==> src/rtl/mul_pkg.sv <==
// mul_pkg: shared FSM encoding and datapath widths for the multiplier arbiter
// Ports: none (package)
package mul_pkg;
    typedef enum logic [1:0] {IDLE = 2'd0, CALC = 2'd1, RESP = 2'd2} state_t;
    localparam int MUL_W = 32;
    localparam int PROD_W = 64;
endpackage

==> src/rtl/Mul32.sv <==
// Mul32: combinational unsigned 32x32 -> 64 multiplier
// Ports: a, b (in 32) operands; p (out 64) full product
module Mul32 (
    input  logic [31:0] a,
    input  logic [31:0] b,
    output logic [63:0] p
);
    assign p = 64'(a) * 64'(b);
endmodule

==> src/rtl/rr_grant.sv <==
// rr_grant: rotating priority picker, first requester at or after ptr wins
// Ports: req (in N) requests; ptr (in IDW) search start; gnt (out N) one-hot grant;
//        idx (out IDW) granted index; any (out) at least one request present
module rr_grant #(
    parameter int N = 2,
    parameter int IDW = 1
) (
    input  logic [N-1:0]   req,
    input  logic [IDW-1:0] ptr,
    output logic [N-1:0]   gnt,
    output logic [IDW-1:0] idx,
    output logic           any
);
    logic [IDW-1:0] p;
    // walk from lowest to highest priority so the last hit is the winner
    always_comb begin
        gnt = '0;
        idx = '0;
        p = '0;
        for (int k = N - 1; k >= 0; k--) begin
            p = IDW'((int'(ptr) + k) % N);
            if (req[p]) begin
                gnt = '0;
                gnt[p] = 1'b1;
                idx = p;
            end
        end
    end
    assign any = |req;
endmodule

==> src/rtl/mul_arbiter.sv <==
// mul_arbiter: shares one multicycle Mul32 among NREQ valid/ready requesters
// Ports: clk, rst (async, active-high); req_valid/req_ready (NREQ) request handshake;
//        req_a/req_b (NREQ*32) packed operands; rsp_valid/rsp_ready response handshake;
//        rsp_id (IDW) owner of rsp_data; rsp_data (64) unsigned product
// Config: define MUL_ARB_FIXED_PRIO_EN for fixed lowest-index-wins priority
module mul_arbiter
    import mul_pkg::*;
#(
    parameter int NREQ = 2,
    parameter int IDW = 1,
    parameter int MUL_CYCLES = 2
) (
    input  logic                   clk,
    input  logic                   rst,
    input  logic [NREQ-1:0]        req_valid,
    output logic [NREQ-1:0]        req_ready,
    input  logic [NREQ*MUL_W-1:0]  req_a,
    input  logic [NREQ*MUL_W-1:0]  req_b,
    output logic                   rsp_valid,
    input  logic                   rsp_ready,
    output logic [IDW-1:0]         rsp_id,
    output logic [PROD_W-1:0]      rsp_data
);
    localparam int CW = MUL_CYCLES > 1 ? $clog2(MUL_CYCLES) : 1;
    state_t state;
    logic [CW-1:0] cnt;
    logic [MUL_W-1:0] op_a, op_b;
    logic [IDW-1:0] op_id, start, gidx;
    logic [NREQ-1:0] gnt;
    logic any, accept;
    logic [PROD_W-1:0] prod;
    assign accept = state == IDLE && any;
`ifdef MUL_ARB_FIXED_PRIO_EN
    assign start = '0;
`else
    logic [IDW-1:0] rr_ptr;
    assign start = rr_ptr;
    always_ff @(posedge clk or posedge rst)
        if (rst) rr_ptr <= '0;
        else if (accept) rr_ptr <= (gidx == IDW'(NREQ - 1)) ? '0 : gidx + 1'b1;
`endif
    rr_grant #(.N(NREQ), .IDW(IDW)) u_grant (
        .req (req_valid),
        .ptr (start),
        .gnt (gnt),
        .idx (gidx),
        .any (any)
    );
    // gated by rst so a requester never sees ready while reset holds the FSM
    assign req_ready = (state == IDLE && !rst) ? gnt : '0;
    assign rsp_valid = state == RESP;
    // operands sit in op_a/op_b for MUL_CYCLES cycles before capture
    Mul32 u_mul (
        .a (op_a),
        .b (op_b),
        .p (prod)
    );
    always_ff @(posedge clk or posedge rst) begin
        if (rst) begin
            state <= IDLE;
            cnt <= '0;
            op_a <= '0;
            op_b <= '0;
            op_id <= '0;
            rsp_id <= '0;
            rsp_data <= '0;
        end else begin
            case (state)
                IDLE: if (accept) begin
                    op_a <= req_a[MUL_W*gidx +: MUL_W];
                    op_b <= req_b[MUL_W*gidx +: MUL_W];
                    op_id <= gidx;
                    cnt <= CW'(MUL_CYCLES - 1);
                    state <= CALC;
                end
                CALC: if (cnt == '0) begin
                    rsp_data <= prod;
                    rsp_id <= op_id;
                    state <= RESP;
                end else cnt <= cnt - 1'b1;
                RESP: if (rsp_ready) state <= IDLE;
                default: state <= IDLE;
            endcase
        end
    end
endmodule

==> config.mk <==
export PLATFORM = sky130hd
export DESIGN_NAME = mul_arbiter
export DESIGN_NICKNAME = d
export VERILOG_FILES = /design/src/rtl/mul_pkg.sv /design/src/rtl/Mul32.sv /design/src/rtl/rr_grant.sv /design/src/rtl/mul_arbiter.sv
export SDC_FILE = /design/constraint.sdc
export NUM_CORES = 2
export LEC_CHECK = 0
export ABC_CLOCK_PERIOD_IN_PS = 10940
export CAP_MARGIN = 40
export CORE_MARGIN = 1.5
export CORE_UTILIZATION = 41
export DETAILED_ROUTE_END_ITERATION = 8
export PLACE_DENSITY = 0.58
export SETUP_SLACK_MARGIN = 0.4
export SKIP_CTS_REPAIR_TIMING = 1
export SYNTH_ARGS = -nofsm -noshare
export SYNTH_HDL_FRONTEND = slang
export SYNTH_SLANG_ARGS = --single-unit
==> constraint.sdc <==
create_clock -name clk -period 10.94 [get_ports clk]
set_input_delay 2.188 -clock clk [delete_from_list [all_inputs] [get_ports clk]]
set_output_delay 2.188 -clock clk [all_outputs]
set_load 0.02 [all_outputs]
==> impl_metrics.toml <==
[hold_path]
min_path_type = "reg -> reg"
holdPathStages = 2

[worst_setup_path]
crit_slowest_cell = "dfrtp_1"
critPathLaunchType = "flip-flop"
path_class = "reg -> reg"
required_ns = 11.32
crit_chain = "buf_4 > nand2_1 > fa_1 > fa_1 > inv_1 > fa_1 > fa_1 > fa_1 > fa_1 > fa_1 > inv_1 > fa_1 > inv_1 > ha_1 > a21o_1 > a21o_1 > a21o_1 > a2111oi_0 > o31ai_1 > a31o_2 > a21oi_1 > nor4_1 > or3b_2"
max_stage_delay_ns = 0.84
worst_r2r_path_depth = 23
cp_max_fo = 20
end_kind = "flip-flop"
cp.arrival_ns = 9.01
path_common_cell = "fa_1"

[timing]
maxSlewViolCount = 0
fmax_ghz = 0.116
period_minus_slack_ns = 8.63
rsz0062_at_grt = "no"
max_slew_margin_pct = 38.6
setup_viol = 0
worstMarginPinSlew_ns = 0.922
skew_ns = 0.0308
hold_viol = 0
timing.final.crit_share_pct = 78.9
fin_hold_ws_ns = 0.472
setup_tns_ns = 0

[global_routing]
antenna_found_initial = 7
grt_pass1_wl_um = 177000
grt_overflow = 0
grt_pass1_vias = 30600
grt_max_degree = 82
grt.total_usage_pct = 24.6

[cells_and_area]
layout_common_cells = "inv_1 (939), fa_1 (896), and2_1 (612)"
register_area_um2 = 3370
layout_commonest_cell = "inv_1"
num-fill-cells = 9191
drive_gt1_share_pct = 2.93
area_growth_pct = 10.1
multi_input_area_um2 = 30600
final_nets = 5478

[synth]
syn-num-nets = 5441
ys_types = 55
yosysWarnings = 0
synth_edf_count = 0
synth_ff_type = "dfrtp_1"
postSynthAreaPerCell_um2 = 9.25
syn_inst = 4149
synth_area_um2 = 38400
synth_seq_cells = 134
async_reset_ff_share_pct = 100
ys_seq_area_share_pct = 8.73

[clocking]
cts.sink_count = 134
ctsHtreeMaxLevel = 4
cts_tree = "built"
clock_latency_ns = 0.52
clk_pin_slew_ns = 0.09
cts_root_buf = "clkbuf_16"
clk_path_buf_depth = 2
cts-buffers-inserted = 17

[floorplanning]
dieHeight_um = 309
die_area_um2 = 95500
start_util_pct = 41.3
core_area_um2 = 93000
io_pins = 201
rows = 112
die_x_um = 309

[routing]
num_vias = 28300
dr.pass1.iters = 8
drc = 0
drt-vias-per-instance = 5.19
drt_iter0_markers = 1697
wl_per_cell_um = 20.5
wirelength_um = 112000
postRouteAntennaNets = 0

[status]
outcome = "complete, no violations"

[placed_design]
post-dp-hpwl_um = 86800
port_buffers = 200
gp_congestion = 0.903

[job]
drv_cap = 0
-- worst max-delay path, delay by kind of cell, from the launching register on --
family | cells | cell delay [ns]
and+or+nand+nor | 3 | 0.65
adders and majority gates | 9 | 4.41
AOI/OAI and AO/OA | 7 | 1.94
buffers and inverters | 4 | 0.60
DFF | 1 | 0.84
-- sequential cells by signal, summed over array words and instances (netlist names) --
name	count
rsp_data	64
op_a	32
op_b	32
state	2
cnt	1
op_id	1
rr_ptr	1
rsp_id	1
-- Yosys cell counts, drive strengths merged (6+ instances only) --
cell type  number  area, um^2
nor3            6        30.0
o21a            6        45.0
nor2           37         139
a21oi          75         375
fa            896       17900
o21bai         14         105
o31ai          12        90.1
inv           940        3530
and2          612        3830
nand3          11        55.1
a31oi          14        87.6
a21o           29         218
o21ai          89         449
a222oi         64         641
xnor2          32         280
dfrtp         134        3350
nand2         542        2040
xor2           22         193
nand4          22         138
clkbuf        249         935
a211oi          7        52.6
and3            6        37.5
o211ai          7        57.6
ha            263        3290
-- metal layers --
layer	vias up	part of all wire [%]	wire length [um]	GRT usage [%]
li1	12400	-	-	-
met1	15000	38	42600	29.4
met2	724	53	59700	44.9
met3	174	4.4	4880	2.82
met4	2	4.2	4670	10.0
met5	-	0.0098	11	0
-- per-stage QoR --
step	area, um^2	util [%]	std cells	worst slack (ns)
after floorplan	38400	-	4149	3.28
after global placement	41500	44.6	5415	2.46
after detailed placement	41700	44.8	5421	2.35
after CTS	42200	45.4	5452	2.30
after global routing	42200	45.4	5452	1.86
final	42200	45.4	5453	2.31
-- path summary, 6_finish.rpt --
check / start / to / slack (ns)
hold reg to reg: rsp_data[0]$_DFFE_PP0P_ / rsp_data[0]$_DFFE_PP0P_ / 0.47
hold / removal: rsp_data[0]$_DFFE_PP0P_ / rsp_data[0]$_DFFE_PP0P_ / 0.47
setup / recovery: op_a[19]$_DFFE_PP0P_ / rsp_data[55]$_DFFE_PP0P_ / 2.31
setup reg to reg: op_a[19]$_DFFE_PP0P_ / rsp_data[55]$_DFFE_PP0P_ / 2.31
min in group asynchronous: rst / rsp_data[49]$_DFFE_PP0P_ / 2.09
max in group asynchronous: rst / op_a[3]$_DFFE_PP0P_ / 7.60
-- kinds of logic after synthesis --
group / Yosys count / synth area share [%]
adders and majority gates: 1159 / 55.3
muxes: 2 / 0.0521
and+or+nand+nor: 1260 / 16.8
xor gates and xnor gates: 54 / 1.23
AOI/OAI and AO/OA: 349 / 6.28
buffers and inverters: 1191 / 11.6
DFF: 134 / 8.73
-- cell type report --
class / instances / area share (%)
Antenna cell: 1 / 0.00592
Timing Repair Buffer: 269 / 6.20
Clock inverter: 9 / 0.222
Sequential cell: 134 / 7.97
Multi-Input combinational cell: 2824 / 72.4
Clock buffer: 22 / 1.10
Inverter: 940 / 8.36
Tap cell: 1254 / 3.71
Power is not shown: default switching activity piles up to over one toggle a cycle in this logic, so the estimate is an artifact.
